$ cat src/rtl/tl_buffer_pkg.sv
// Shared TileLink-UL field widths and packed beat types for the periph-path buffer stage.
package tl_buffer_pkg;

    localparam int OPCODE_W = 3;
    localparam int PARAM_W  = 3;
    localparam int SIZE_W   = 4;
    localparam int SOURCE_W = 5;
    localparam int ADDR_W   = 31;
    localparam int DATA_W   = 32;
    localparam int MASK_W   = 4;

    typedef struct packed {
        logic                bufferable;
        logic                modifiable;
        logic                readalloc;
        logic                writealloc;
        logic                privileged;
        logic                secure;
        logic                fetch;
    } tl_amba_prot_t;

    typedef struct packed {
        logic [OPCODE_W-1:0] opcode;
        logic [PARAM_W-1:0]  param;
        logic [SIZE_W-1:0]   size;
        logic [SOURCE_W-1:0] source;
        logic [ADDR_W-1:0]   address;
        tl_amba_prot_t       prot;
        logic [MASK_W-1:0]   mask;
        logic [DATA_W-1:0]   data;
        logic                corrupt;
    } tl_a_bits_t;

    typedef struct packed {
        logic [OPCODE_W-1:0] opcode;
        logic [SIZE_W-1:0]   size;
        logic [SOURCE_W-1:0] source;
        logic                denied;
        logic [DATA_W-1:0]   data;
        logic                corrupt;
    } tl_d_bits_t;

endpackage

$ cat src/rtl/tl_buffer_queue.sv
// Generic ready/valid circular FIFO carrying an opaque payload.
// Optional same-cycle bypass when empty is enabled by defining TL_BUFFER_FLOW_EN.
module tl_buffer_queue #(
    parameter int DEPTH = 2,
    parameter int WIDTH = 8
) (
    input  logic             clock,
    input  logic             reset,
    output logic             in_ready,
    input  logic             in_valid,
    input  logic [WIDTH-1:0] in_bits,
    input  logic             out_ready,
    output logic             out_valid,
    output logic [WIDTH-1:0] out_bits
);

    localparam int PTR_W = (DEPTH > 1) ? $clog2(DEPTH) : 1;
    localparam logic [PTR_W-1:0] LAST = PTR_W'(DEPTH - 1);

    logic [WIDTH-1:0] ram [DEPTH];
    logic [PTR_W-1:0] enq_ptr;
    logic [PTR_W-1:0] deq_ptr;
    logic             maybe_full;
    logic             ptr_match;
    logic             full;
    logic             empty;
    logic             do_enq;
    logic             do_deq;

    // Explicit wrap so non-power-of-two depths never index past the last entry.
    function automatic logic [PTR_W-1:0] next_ptr(input logic [PTR_W-1:0] p);
        return (p == LAST) ? '0 : p + 1'b1;
    endfunction

    assign ptr_match = (enq_ptr == deq_ptr);
    assign full      = ptr_match & maybe_full;
    assign empty     = ptr_match & ~maybe_full;

    // NOTE: every output of this block gets a default first so no path leaves it unassigned (no latch).
    always_comb begin
        in_ready  = ~full;
        out_valid = ~empty;
        out_bits  = ram[deq_ptr];
        do_enq    = in_valid & ~full;
        do_deq    = out_ready & ~empty;
`ifdef TL_BUFFER_FLOW_EN
        if (empty && in_valid) begin
            out_valid = 1'b1;
            out_bits  = in_bits;
            // A bypassed beat that is taken immediately never touches the RAM.
            if (out_ready) begin
                do_enq = 1'b0;
            end
        end
`endif
    end

    // NOTE: state uses non-blocking assignments so every flop samples pre-edge values.
    always_ff @(posedge clock) begin
        if (reset) begin
            enq_ptr    <= '0;
            deq_ptr    <= '0;
            maybe_full <= 1'b0;
        end else begin
            if (do_enq) begin
                enq_ptr <= next_ptr(enq_ptr);
            end
            if (do_deq) begin
                deq_ptr <= next_ptr(deq_ptr);
            end
            if (do_enq != do_deq) begin
                maybe_full <= do_enq;
            end
        end
    end

    // NOTE: payload RAM is deliberately not reset; its contents are unobservable while empty.
    always_ff @(posedge clock) begin
        if (do_enq) begin
            ram[enq_ptr] <= in_bits;
        end
    end

endmodule

$ cat src/rtl/tl_buffer_ad.sv
// Registered TileLink-UL buffer on the A and D channels ahead of the 32-bit width widget.
// Define TL_BUFFER_FLOW_EN to let beats bypass an empty FIFO in the same cycle.
module tl_buffer_ad
    import tl_buffer_pkg::*;
#(
    parameter int A_DEPTH = 2,
    parameter int D_DEPTH = 2
) (
    input  logic                clock,
    input  logic                reset,
    output logic                auto_in_a_ready,
    input  logic                auto_in_a_valid,
    input  logic [OPCODE_W-1:0] auto_in_a_bits_opcode,
    input  logic [PARAM_W-1:0]  auto_in_a_bits_param,
    input  logic [SIZE_W-1:0]   auto_in_a_bits_size,
    input  logic [SOURCE_W-1:0] auto_in_a_bits_source,
    input  logic [ADDR_W-1:0]   auto_in_a_bits_address,
    input  logic                auto_in_a_bits_user_amba_prot_bufferable,
    input  logic                auto_in_a_bits_user_amba_prot_modifiable,
    input  logic                auto_in_a_bits_user_amba_prot_readalloc,
    input  logic                auto_in_a_bits_user_amba_prot_writealloc,
    input  logic                auto_in_a_bits_user_amba_prot_privileged,
    input  logic                auto_in_a_bits_user_amba_prot_secure,
    input  logic                auto_in_a_bits_user_amba_prot_fetch,
    input  logic [MASK_W-1:0]   auto_in_a_bits_mask,
    input  logic [DATA_W-1:0]   auto_in_a_bits_data,
    input  logic                auto_in_a_bits_corrupt,
    input  logic                auto_out_a_ready,
    output logic                auto_out_a_valid,
    output logic [OPCODE_W-1:0] auto_out_a_bits_opcode,
    output logic [PARAM_W-1:0]  auto_out_a_bits_param,
    output logic [SIZE_W-1:0]   auto_out_a_bits_size,
    output logic [SOURCE_W-1:0] auto_out_a_bits_source,
    output logic [ADDR_W-1:0]   auto_out_a_bits_address,
    output logic                auto_out_a_bits_user_amba_prot_bufferable,
    output logic                auto_out_a_bits_user_amba_prot_modifiable,
    output logic                auto_out_a_bits_user_amba_prot_readalloc,
    output logic                auto_out_a_bits_user_amba_prot_writealloc,
    output logic                auto_out_a_bits_user_amba_prot_privileged,
    output logic                auto_out_a_bits_user_amba_prot_secure,
    output logic                auto_out_a_bits_user_amba_prot_fetch,
    output logic [MASK_W-1:0]   auto_out_a_bits_mask,
    output logic [DATA_W-1:0]   auto_out_a_bits_data,
    output logic                auto_out_a_bits_corrupt,
    input  logic                auto_in_d_ready,
    output logic                auto_in_d_valid,
    output logic [OPCODE_W-1:0] auto_in_d_bits_opcode,
    output logic [SIZE_W-1:0]   auto_in_d_bits_size,
    output logic [SOURCE_W-1:0] auto_in_d_bits_source,
    output logic                auto_in_d_bits_denied,
    output logic [DATA_W-1:0]   auto_in_d_bits_data,
    output logic                auto_in_d_bits_corrupt,
    output logic                auto_out_d_ready,
    input  logic                auto_out_d_valid,
    input  logic [OPCODE_W-1:0] auto_out_d_bits_opcode,
    input  logic [SIZE_W-1:0]   auto_out_d_bits_size,
    input  logic [SOURCE_W-1:0] auto_out_d_bits_source,
    input  logic                auto_out_d_bits_denied,
    input  logic [DATA_W-1:0]   auto_out_d_bits_data,
    input  logic                auto_out_d_bits_corrupt
);

    tl_a_bits_t a_enq;
    tl_a_bits_t a_deq;
    tl_d_bits_t d_enq;
    tl_d_bits_t d_deq;

    assign a_enq.opcode          = auto_in_a_bits_opcode;
    assign a_enq.param           = auto_in_a_bits_param;
    assign a_enq.size            = auto_in_a_bits_size;
    assign a_enq.source          = auto_in_a_bits_source;
    assign a_enq.address         = auto_in_a_bits_address;
    assign a_enq.prot.bufferable = auto_in_a_bits_user_amba_prot_bufferable;
    assign a_enq.prot.modifiable = auto_in_a_bits_user_amba_prot_modifiable;
    assign a_enq.prot.readalloc  = auto_in_a_bits_user_amba_prot_readalloc;
    assign a_enq.prot.writealloc = auto_in_a_bits_user_amba_prot_writealloc;
    assign a_enq.prot.privileged = auto_in_a_bits_user_amba_prot_privileged;
    assign a_enq.prot.secure     = auto_in_a_bits_user_amba_prot_secure;
    assign a_enq.prot.fetch      = auto_in_a_bits_user_amba_prot_fetch;
    assign a_enq.mask            = auto_in_a_bits_mask;
    assign a_enq.data            = auto_in_a_bits_data;
    assign a_enq.corrupt         = auto_in_a_bits_corrupt;

    assign auto_out_a_bits_opcode                    = a_deq.opcode;
    assign auto_out_a_bits_param                     = a_deq.param;
    assign auto_out_a_bits_size                      = a_deq.size;
    assign auto_out_a_bits_source                    = a_deq.source;
    assign auto_out_a_bits_address                   = a_deq.address;
    assign auto_out_a_bits_user_amba_prot_bufferable = a_deq.prot.bufferable;
    assign auto_out_a_bits_user_amba_prot_modifiable = a_deq.prot.modifiable;
    assign auto_out_a_bits_user_amba_prot_readalloc  = a_deq.prot.readalloc;
    assign auto_out_a_bits_user_amba_prot_writealloc = a_deq.prot.writealloc;
    assign auto_out_a_bits_user_amba_prot_privileged = a_deq.prot.privileged;
    assign auto_out_a_bits_user_amba_prot_secure     = a_deq.prot.secure;
    assign auto_out_a_bits_user_amba_prot_fetch      = a_deq.prot.fetch;
    assign auto_out_a_bits_mask                      = a_deq.mask;
    assign auto_out_a_bits_data                      = a_deq.data;
    assign auto_out_a_bits_corrupt                   = a_deq.corrupt;

    assign d_enq.opcode  = auto_out_d_bits_opcode;
    assign d_enq.size    = auto_out_d_bits_size;
    assign d_enq.source  = auto_out_d_bits_source;
    assign d_enq.denied  = auto_out_d_bits_denied;
    assign d_enq.data    = auto_out_d_bits_data;
    assign d_enq.corrupt = auto_out_d_bits_corrupt;

    assign auto_in_d_bits_opcode  = d_deq.opcode;
    assign auto_in_d_bits_size    = d_deq.size;
    assign auto_in_d_bits_source  = d_deq.source;
    assign auto_in_d_bits_denied  = d_deq.denied;
    assign auto_in_d_bits_data    = d_deq.data;
    assign auto_in_d_bits_corrupt = d_deq.corrupt;

    tl_buffer_queue #(
        .DEPTH (A_DEPTH),
        .WIDTH ($bits(tl_a_bits_t))
    ) u_a_queue (
        .clock     (clock),
        .reset     (reset),
        .in_ready  (auto_in_a_ready),
        .in_valid  (auto_in_a_valid),
        .in_bits   (a_enq),
        .out_ready (auto_out_a_ready),
        .out_valid (auto_out_a_valid),
        .out_bits  (a_deq)
    );

    // D flows the other way: the widget side is the enqueue side.
    tl_buffer_queue #(
        .DEPTH (D_DEPTH),
        .WIDTH ($bits(tl_d_bits_t))
    ) u_d_queue (
        .clock     (clock),
        .reset     (reset),
        .in_ready  (auto_out_d_ready),
        .in_valid  (auto_out_d_valid),
        .in_bits   (d_enq),
        .out_ready (auto_in_d_ready),
        .out_valid (auto_in_d_valid),
        .out_bits  (d_deq)
    );

endmodule
$ cat config.mk
export PLATFORM = sky130hd
export DESIGN_NAME = tl_buffer_ad
export DESIGN_NICKNAME = d
export VERILOG_FILES = /design/src/rtl/tl_buffer_pkg.sv /design/src/rtl/tl_buffer_queue.sv /design/src/rtl/tl_buffer_ad.sv
export SDC_FILE = /design/constraint.sdc
export NUM_CORES = 1
export LEC_CHECK = 0
export CAP_MARGIN = 20
export CORE_ASPECT_RATIO = 1.1
export CORE_MARGIN = 10
export CORE_UTILIZATION = 26
export CTS_CLUSTER_SIZE = 16
export DETAILED_ROUTE_END_ITERATION = 12
export PLACE_DENSITY_LB_ADDON = 0.2
export SYNTH_ARGS = -nofsm -noshare
export SYNTH_HDL_FRONTEND = slang
export SYNTH_SLANG_ARGS = --single-unit
export TNS_END_PERCENT = 20
$ cat constraint.sdc
create_clock -name clock -period 3.1 [get_ports clock]
set_input_delay 0.465 -clock clock [delete_from_list [all_inputs] [get_ports clock]]
set_output_delay 0.465 -clock clock [all_outputs]
set_load 0.1 [all_outputs]
# After elaboration in Yosys (flattened, before gate mapping)
# Memories as Yosys holds them, arrays and structs flattened. A register that Yosys moved wholly into a read port is not among the register bits.
# Cells that the tools add are included.
# Widths: inputs -> output; s select.
dict set report word_totals {
  mem_count 2
  input_bits 142
  ramBits 272
  ff_bits 6
  output_inout_bits 140
  latch_bits 0
  romBits 0
  word_cells 42
}
# memory depth word_bits read_ports rd_clocked_by_memory_dff wr line_no
set mem_list {}
lappend mem_list {u_a_queue.ram 2 90 1 1 1 tl_buffer_queue.sv:20} ;# logic [WIDTH-1:0] ram [DEPTH];
lappend mem_list {u_d_queue.ram 2 46 1 1 1 tl_buffer_queue.sv:20}
dict set report op_classes {
  eq_ne 4
  order_cmp 0
  n_addsub 4
  muxes 12
  div 0
  n_mul 0
  n_bitwise 14
  n_reduce_logical 0
  shifts 0
}
# op count
set op_table {}
lappend op_table {{$mux 1} 12}
lappend op_table {{$and 1x1->1} 8}
lappend op_table {{$not 1->1} 6}
lappend op_table {{$add 1x1->1 const B} 4}
lappend op_table {{$eq 1x1->1} 2}
lappend op_table {{$ne 1x1->1} 2}

# Logic depth before layout (Yosys ltp)
# Gate-level depths: netlist of run 1.
dict set report depth {
  depth_word 6
  mapped_depth 3
  mapped_depth_nobuf 3
}

# Modules after synthesis
# From an unflattened synthesis of run 1, not the netlist that was laid out.
dict set report hier_totals {
  hier_cells 467
  hier_area_um2 10279.9
}
# mod area_per_inst_um2 seq_area_each_um2 instances cells_per_inst
set by_module_without_submodules {}
lappend by_module_without_submodules {{tl_buffer_queue at u_a_queue} 6747.7 5485.3 1 302}
lappend by_module_without_submodules {{tl_buffer_queue at u_d_queue} 3532.1 2842.7 1 165}

# Least setup slack after synthesis of run 1
# Ideal clock, no wire load.
dict set report synth_timing {
  path_type {register to register}
  start {reg u_a_queue.deq_ptr}
  end {mem u_a_queue.ram[0][0] (netlist name), enable pin}
  setup_time_ns 0.444
  period_less_slack_ns 2.759
  stages_incl_launch_ff 4
  arrival_time_ns 2.315
  n_path_buf 0
  required_ns 2.656
  setup_slack_ns 0.341
  cell_sequence {dfxtp_1 nand2b_1 nand3b_1 inv_1}
}
dict set report synth_between {
  elab_chain_len 6
}
# item line_no
set synth_lines {}
lappend synth_lines {{start: declaration} tl_buffer_queue.sv:22} ;# logic [PTR_W-1:0] deq_ptr;
lappend synth_lines {{start signal: assignment} tl_buffer_queue.sv:69} ;# deq_ptr <= next_ptr(deq_ptr);
lappend synth_lines {{$eq 1x1->1} tl_buffer_queue.sv:35} ;# assign ptr_match = (enq_ptr == deq_ptr);
lappend synth_lines {{$and 1x1->1} tl_buffer_queue.sv:36} ;# assign full = ptr_match & maybe_full;
lappend synth_lines {{$not 1->1} tl_buffer_queue.sv:44} ;# do_enq = in_valid & ~full;
lappend synth_lines {{$and 1x1->1} tl_buffer_queue.sv:44}
lappend synth_lines {{$mux 1} tl_buffer_queue.sv:79} ;# if (do_enq) begin
lappend synth_lines {{$mux 1 (implied by the code)} tl_buffer_queue.sv:80} ;# ram[enq_ptr] <= in_bits;
lappend synth_lines {{end: declaration} tl_buffer_queue.sv:20}
# No other way between the ends.

==> results of run 1 <==
cell families (layout without fill, tap and decap cells):
family                    Yosys count  in the layout  share of synthesized area, %
AOI/OAI and AO/OA                   8              8                         0.539
muxes                             136            136                          15.0
buffers and inverters              18            352                         0.846
and+or+nand+nor                    30             30                          1.86
xor gates and xnor gates            2              2                         0.172
DFF                               280            280                          81.6
cell usage after synthesis (all sizes together):
cell type	instances	share of area, %
clkbuf	1	0.037
nand2	6	0.22
mux2	136	15
nor3	4	0.20
a21bo	2	0.20
dfxtp	8	1.6
and4bb	2	0.25
nor2	2	0.074
nand2b	2	0.12
a21oi	2	0.098
and3	2	0.15
edfxtp	272	80
a31oi	4	0.25
nand3b	6	0.44
xnor2	2	0.17
buf	15	0.74
or2b	4	0.29
or3	2	0.12
inv	2	0.074
state kept, by name, indices dropped and copies added, names as in the netlist, named ones only:
register,flops
u_a_queue.deq_ptr,1
u_a_queue.enq_ptr,1
u_a_queue.maybe_full,1
u_a_queue.ram,180
u_d_queue.deq_ptr,1
u_d_queue.enq_ptr,1
u_d_queue.maybe_full,1
u_d_queue.ram,92
critical path: cells and delay by family (launching register included):
| family | cells | cell delay (ns) |
|---|---|---|
| flops | 1 | 0.64 |
| buf+inv | 2 | 0.55 |
| mux | 1 | 0.37 |
power groups by stage:
stage | clock (mW) | sequential, mW | combinational (mW)
final | 3.44 | 4.54 | 2.94
after global routing | 3.75 | 4.56 | 3.05
after detailed placement | 0 | 4.62 | 2.97
after CTS | 3.60 | 4.54 | 2.98
after floorplan | 0 | 4.59 | 2.19
after global placement | 0 | 4.61 | 2.98
layout make-up:
class | count | area [um2] | area share, %
clock buffer | 36 | 795 | 5.50
clock inverter | 19 | 160 | 1.11
inverter | 2 | 8.76 | 0.0607
multi-input combinational | 176 | 1800 | 12.5
tap | 507 | 634 | 4.39
sequential | 280 | 8330 | 57.7
timing repair buffer | 295 | 2710 | 18.7
worst paths after layout:
check	cells past startpoint	to	from	slack, ns
hold / removal	1	u_d_queue.ram[1][36]	auto_out_d_bits_source[2]	0.49
setup / recovery	3	auto_out_a_bits_address[9]	register	0.50
hold reg to reg	2	register	u_a_queue.enq_ptr	0.59
setup reg to reg	3	u_a_queue.ram[1][38]	u_a_queue.maybe_full	1.49
cells in the final DEF (no fill, tap or decap), drive strengths merged:
| cell | synthesis | layout |
|---|---|---|
| edfxtp | 272 | 272 |
| buf | 15 | 154 |
| clkdlybuf4s50 | 0 | 141 |
| mux2 | 136 | 136 |
| clkbuf | 1 | 36 |
| clkinv | 0 | 16 |
| dfxtp | 8 | 8 |
| nand2 | 6 | 6 |
| nand3b | 6 | 6 |
| or2b | 4 | 4 |
| a31oi | 4 | 4 |
| nor3 | 4 | 4 |
| bufinv | 0 | 3 |
| xnor2 | 2 | 2 |
| nand2b | 2 | 2 |
| nor2 | 2 | 2 |
| and4bb | 2 | 2 |
| or3 | 2 | 2 |
| a21bo | 2 | 2 |
| a21oi | 2 | 2 |
| and3 | 2 | 2 |
| inv | 2 | 1 |
| clkinvlp | 0 | 1 |
per-layer routing:
layer | global-route usage [%] | part of all wire [%] | up-vias
met5 | 0 | 0 | -
met4 | 2.95 | 1.8 | 0
met3 | 5.14 | 11 | 30
met2 | 15.7 | 45 | 217
met1 | 12.3 | 42 | 2620
li1 | - | - | 2503
stage by stage:
| stage | utilization, % | total power [mW] | cells | area [um2] |
|---|---|---|---|---|
| final | 37.0 | 10.9 | 1315 | 14400 |
| after global routing | 37.0 | 11.4 | 1315 | 14400 |
| after CTS | 37.0 | 11.1 | 1315 | 14400 |
| after detailed placement | 34.6 | 7.59 | 1260 | 13500 |
| after global placement | 34.6 | 7.59 | 1260 | 13500 |
| after floorplan | - | 6.78 | 474 | 10200 |
==> run_results.csv, run 1 <==
group,metric,value,unit
clock_tree,cts_buffers,30,
clock_tree,cts_max_level,1,
die,die-area,47600,um2
critical_path,critPathKind,"register to output port",
grt,antenna_found_initial,0,
timing,max_freq,385,MHz
grt,grt_use_total,10.2,%
clock_tree,clk_latency,0.56,ns
clock_tree,cts_buffer_depth,3,
critical_path,crit_chain,"buf_4 > mux2_2 > buf_4",
die,rows,76,
critical_path,cp-end-kind,"output port",
critical_path,path_common_cell,"buf_4",
detailed_routing,dr.first_iter.drc_count,166,
run,cap_violations,0,
detailed_routing,drt_wl_total,25400,um
clock_tree,cts.sinks,280,
clock_tree,clockRootBuffer,"clkbuf_16",
critical_path,cp_max_fo,28,
detailed_routing,viasPerCell,4.08,
critical_path,cp_slowest_cell,"dfxtp_4",
power,power_density,756,nW/um2
critical_path,cp.arrival,2.13,ns
placement,pre_cts_slack,0.849,ns
yosys,yosysWarnings,0,
detailed_routing,dr.pass1.iters,4,
timing,setup_viol,0,
timing,drv_slew,0,
timing,fin_crit,2.60,ns
power,p_seq_share,41.6,%
timing,finClkSkew,0.0112,ns
clock_tree,clkTransAtPathRegs,0.06,ns
timing,tns,0,ns
die,initial_utilization,26.2,%
timing,fin_ws,0.504,ns
detailed_routing,ant_nets,0,
clock_tree,cts_tree,"yes",
timing,finalHoldViolations,0,
timing,timing.hold.ws,0.487,ns
power,sw_frac_of_total,33.6,%
die,chipWidth,209,um
power,peakVddDrop,458,uV
timing,relSlewSlack,66.2,%
yosys,postSynthNetCount,616,
placement,routabilityCongestion,0.682,
power,clkPwrFrac,31.5,%
run_status,outcome,"complete, no violations",
cells_and_area,area_growth,41.4,%
grt,grt_overflow,0,
timing,tightest_slew,0.507,ns
min_path,hp-class,"input pin to register",
timing,post-route-period-util,83.7,%
grt,grt_max_degree,47,
clock_tree,post-cts-setup-buffers,0,
detailed_routing,wire_per_inst,19.3,um
power,switchingPower,3.67,mW
critical_path,worstPathRequired,2.63,ns
yosys,synth.avg_cell_area,21.5,um2
yosys,ys_seq_area_share,81.6,%
cells_and_area,drive_gt1_share,41.8,%
yosys,synthCells,474,
detailed_routing,drc,0,
power,p_leak,4.99,nW
grt,grt_pass1_wl,37500,um
cells_and_area,n_fill_cell,3660,
critical_path,max_stage_delay,0.64,ns
die,die_h,228,um
yosys,synth.ff_latch_count,280,
clock_tree,cts_resized,0,
placement,portBuffers,281,
cells_and_area,nNetsFinal,927,
yosys,netlist_area,10200,um2
grt,grt_pass1_vias,5898,
detailed_routing,via_count,5370,
yosys,ys_types,19,
placement,place_hpwl,17800,um
die,coreArea,39000,um2
power,power.internal,7.24,mW
cells_and_area,num_antenna_cells,0,
timing,grt_setup_unrepaired,"no",
die,ios,282,
power,comb_power_share,26.9,%
clock_tree,cts_hold_buf,0,
critical_path,critPathLaunchType,"register",
Power figures use the tool's default switching activity.
==> run 2, diff against run 1 <==
- clock period: 3.1 -> 2.6 ns (I/O delays scaled with it)
==> run 2 against run 1 <==
Compared with the run above:
- worst setup slack got worse by 0.29 ns
- die area is the same
- global-route usage grew 0.23 points
- final area up 11%
- clock skew is essentially flat
- core utilization up 3.9 points
- via count is 1.8% higher
- sequential share of layout area fell by 5.5 points
- sequential power grew 19%
- largest power group unchanged
- critical endpoint is now auto_out_a_bits_data[5]
- clock power increased by 17%
- power is 25% higher
==> run_results.csv, run 2 (synthesized netlist as in run 1, its figures left out) <==
group,metric,value,unit
cells_and_area,final_area,16000,um2
placement,pre_cts_slack,0.427,ns
clock_tree,cts_hold_buf,0,
die,rows,76,
timing,fin_ws,0.215,ns
critical_path,cp-end-kind,"output port",
clock_tree,cts_tree,"yes",
clock_tree,cts_resized,0,
critical_path,cp_max_fo,55,
grt,grt_pass1_vias,6009,
power,switchingPower,4.51,mW
clock_tree,cts_max_level,1,
grt,grt_max_degree,56,
timing,finClkSkew,0.0109,ns
timing,max_freq,419,MHz
placement,dp.cells,1263,
cells_and_area,stdcell_count,1317,
die,coreArea,39000,um2
critical_path,worstPathRequired,2.21,ns
detailed_routing,viasPerCell,4.15,
cells_and_area,largest_register,"u_a_queue.ram",
die,initial_utilization,26.2,%
power,p_seq_share,39.5,%
timing,setup_viol,0,
cells_and_area,num_antenna_cells,0,
cells_and_area,drive_gt1_share,42.1,%
placement,routabilityCongestion,0.684,
critical_path,cp_slowest_cell,"dfxtp_4",
run,cap_violations,0,
critical_path,path_common_cell,"buf_12",
die,chipWidth,209,um
critical_path,max_stage_delay,0.46,ns
power,peakVddDrop,545,uV
detailed_routing,dr.first_iter.drc_count,187,
die,die_h,228,um
timing,finalHoldViolations,0,
timing,relSlewSlack,70.0,%
placement,place_hpwl,18400,um
clock_tree,cts.sinks,280,
cells_and_area,nNetsFinal,931,
timing,fin_crit,2.39,ns
timing,drv_slew,0,
critical_path,critPathLaunchType,"register",
run_status,outcome,"complete, no violations",
placement,portBuffers,281,
timing,tightest_slew,0.448,ns
grt,grt_overflow,0,
cells_and_area,reg_top3,"u_a_queue.ram x180, u_d_queue.ram x92",
critical_path,reg2reg_from,"u_a_queue.maybe_full",
cells_and_area,largest_reg_flops,180,
power,sw_frac_of_total,33.0,%
placement,placedInstanceArea,15000,um2
min_path,hp-start,"auto_out_d_bits_data[6]",
die,ios,282,
cells_and_area,final_common_cell,"edfxtp_1",
grt,grt_pass1_wl,38500,um
detailed_routing,ant_nets,0,
power,comb_power_share,31.1,%
timing,tns,0,ns
clock_tree,cts_buffers,31,
clock_tree,clockRootBuffer,"clkbuf_16",
die,die-area,47600,um2
timing,post-route-period-util,91.7,%
critical_path,crit_chain,"buf_12 > mux2_2 > buf_12",
clock_tree,post-cts-setup-buffers,0,
detailed_routing,drc,0,
clock_tree,clk_latency,0.55,ns
cells_and_area,mostFrequentLayoutCells,"272 x edfxtp_1, 141 x clkdlybuf4s50_1, 136 x mux2_2",
clock_tree,clkTransAtPathRegs,0.06,ns
critical_path,crit_buf_inv,2,
detailed_routing,wire_per_inst,19.5,um
cells_and_area,area_growth,56.3,%
detailed_routing,via_count,5465,
critical_path,critical-path-top-delay-family,"buffers and inverters",
min_path,hp-class,"input pin to register",
grt,grt_use_total,10.4,%
power,p_leak,5.56,nW
timing,grt_setup_unrepaired,"no",
cells_and_area,n_fill_cell,3568,
power,power.internal,9.15,mW
critical_path,cp.arrival,2.00,ns
power,clkPwrFrac,29.4,%
clock_tree,cts_buffer_depth,3,
critical_path,critPathKind,"register to output port",
detailed_routing,dr.pass1.iters,4,
critical_path,r2r_slack,0.87,ns
power,power_density,856,nW/um2
grt,antenna_found_initial,4,
detailed_routing,drt_wl_total,25700,um
## run 2: cell types whose count changed in the layout (fill, tap and decap cells not counted), sizes merged
cell / before / now
clkinv: 16 / 17
inv: 1 / 0
bufinv: 3 / 2
buf: 154 / 157
## run 2: final timing paths
check	end	cells past startpoint
setup / recovery	auto_out_a_bits_data[5]	3
hold / removal	u_d_queue.ram[1][7]	1
setup reg to reg	u_a_queue.ram[0][6]	4
hold reg to reg	register	2
## run 2: metrics by stage
stage	power, mW	utilization, %	hold slack (ns)
after global placement	9.79	38.6	0.573
after CTS	13.9	40.9	0.376
after global routing	14.2	40.9	0.386
final	13.7	40.9	0.412
after detailed placement	9.80	38.6	0.575
after floorplan	8.08	-	0.489
## run 2: worst register-to-register path: stages (launching register included)
cell and delay, ns:
dfxtp_1 0.46, nand2b_1 0.09, nand3b_1 0.17, clkinvlp_4 0.41, buf_12 0.33
## run 2: power by group through the flow
stage               sequential (mW)  combinational (mW)  clock, mW
CTS                            5.40                4.31       4.17
detailed placement             5.50                4.30          0
floorplan                      5.47                2.61          0
global placement               5.49                4.30          0
global route                   5.43                4.39       4.37
finish                         5.40                4.25       4.01
## run 2: final cells by class
cell class / count / area [um2] / area share [%]
inverters: 2 / 11.3 / 0.0706
well taps: 507 / 634 / 3.97
clock buffers: 36 / 795 / 4.98
flip-flops and latches: 280 / 8330 / 52.2
clock inverters: 18 / 134 / 0.839
multi-input cells: 176 / 1800 / 11.3
repair buffers: 298 / 4250 / 26.7
## run 2: per-layer routing
metal | vias up | global-route usage [%] | wire [um]
met1 | 2673 | 12.3 | 10500
met2 | 223 | 16.2 | 11600
li1 | 2516 | - | -
met4 | 8 | 3.08 | 517
met3 | 45 | 5.45 | 2980
met5 | - | 0 | 52
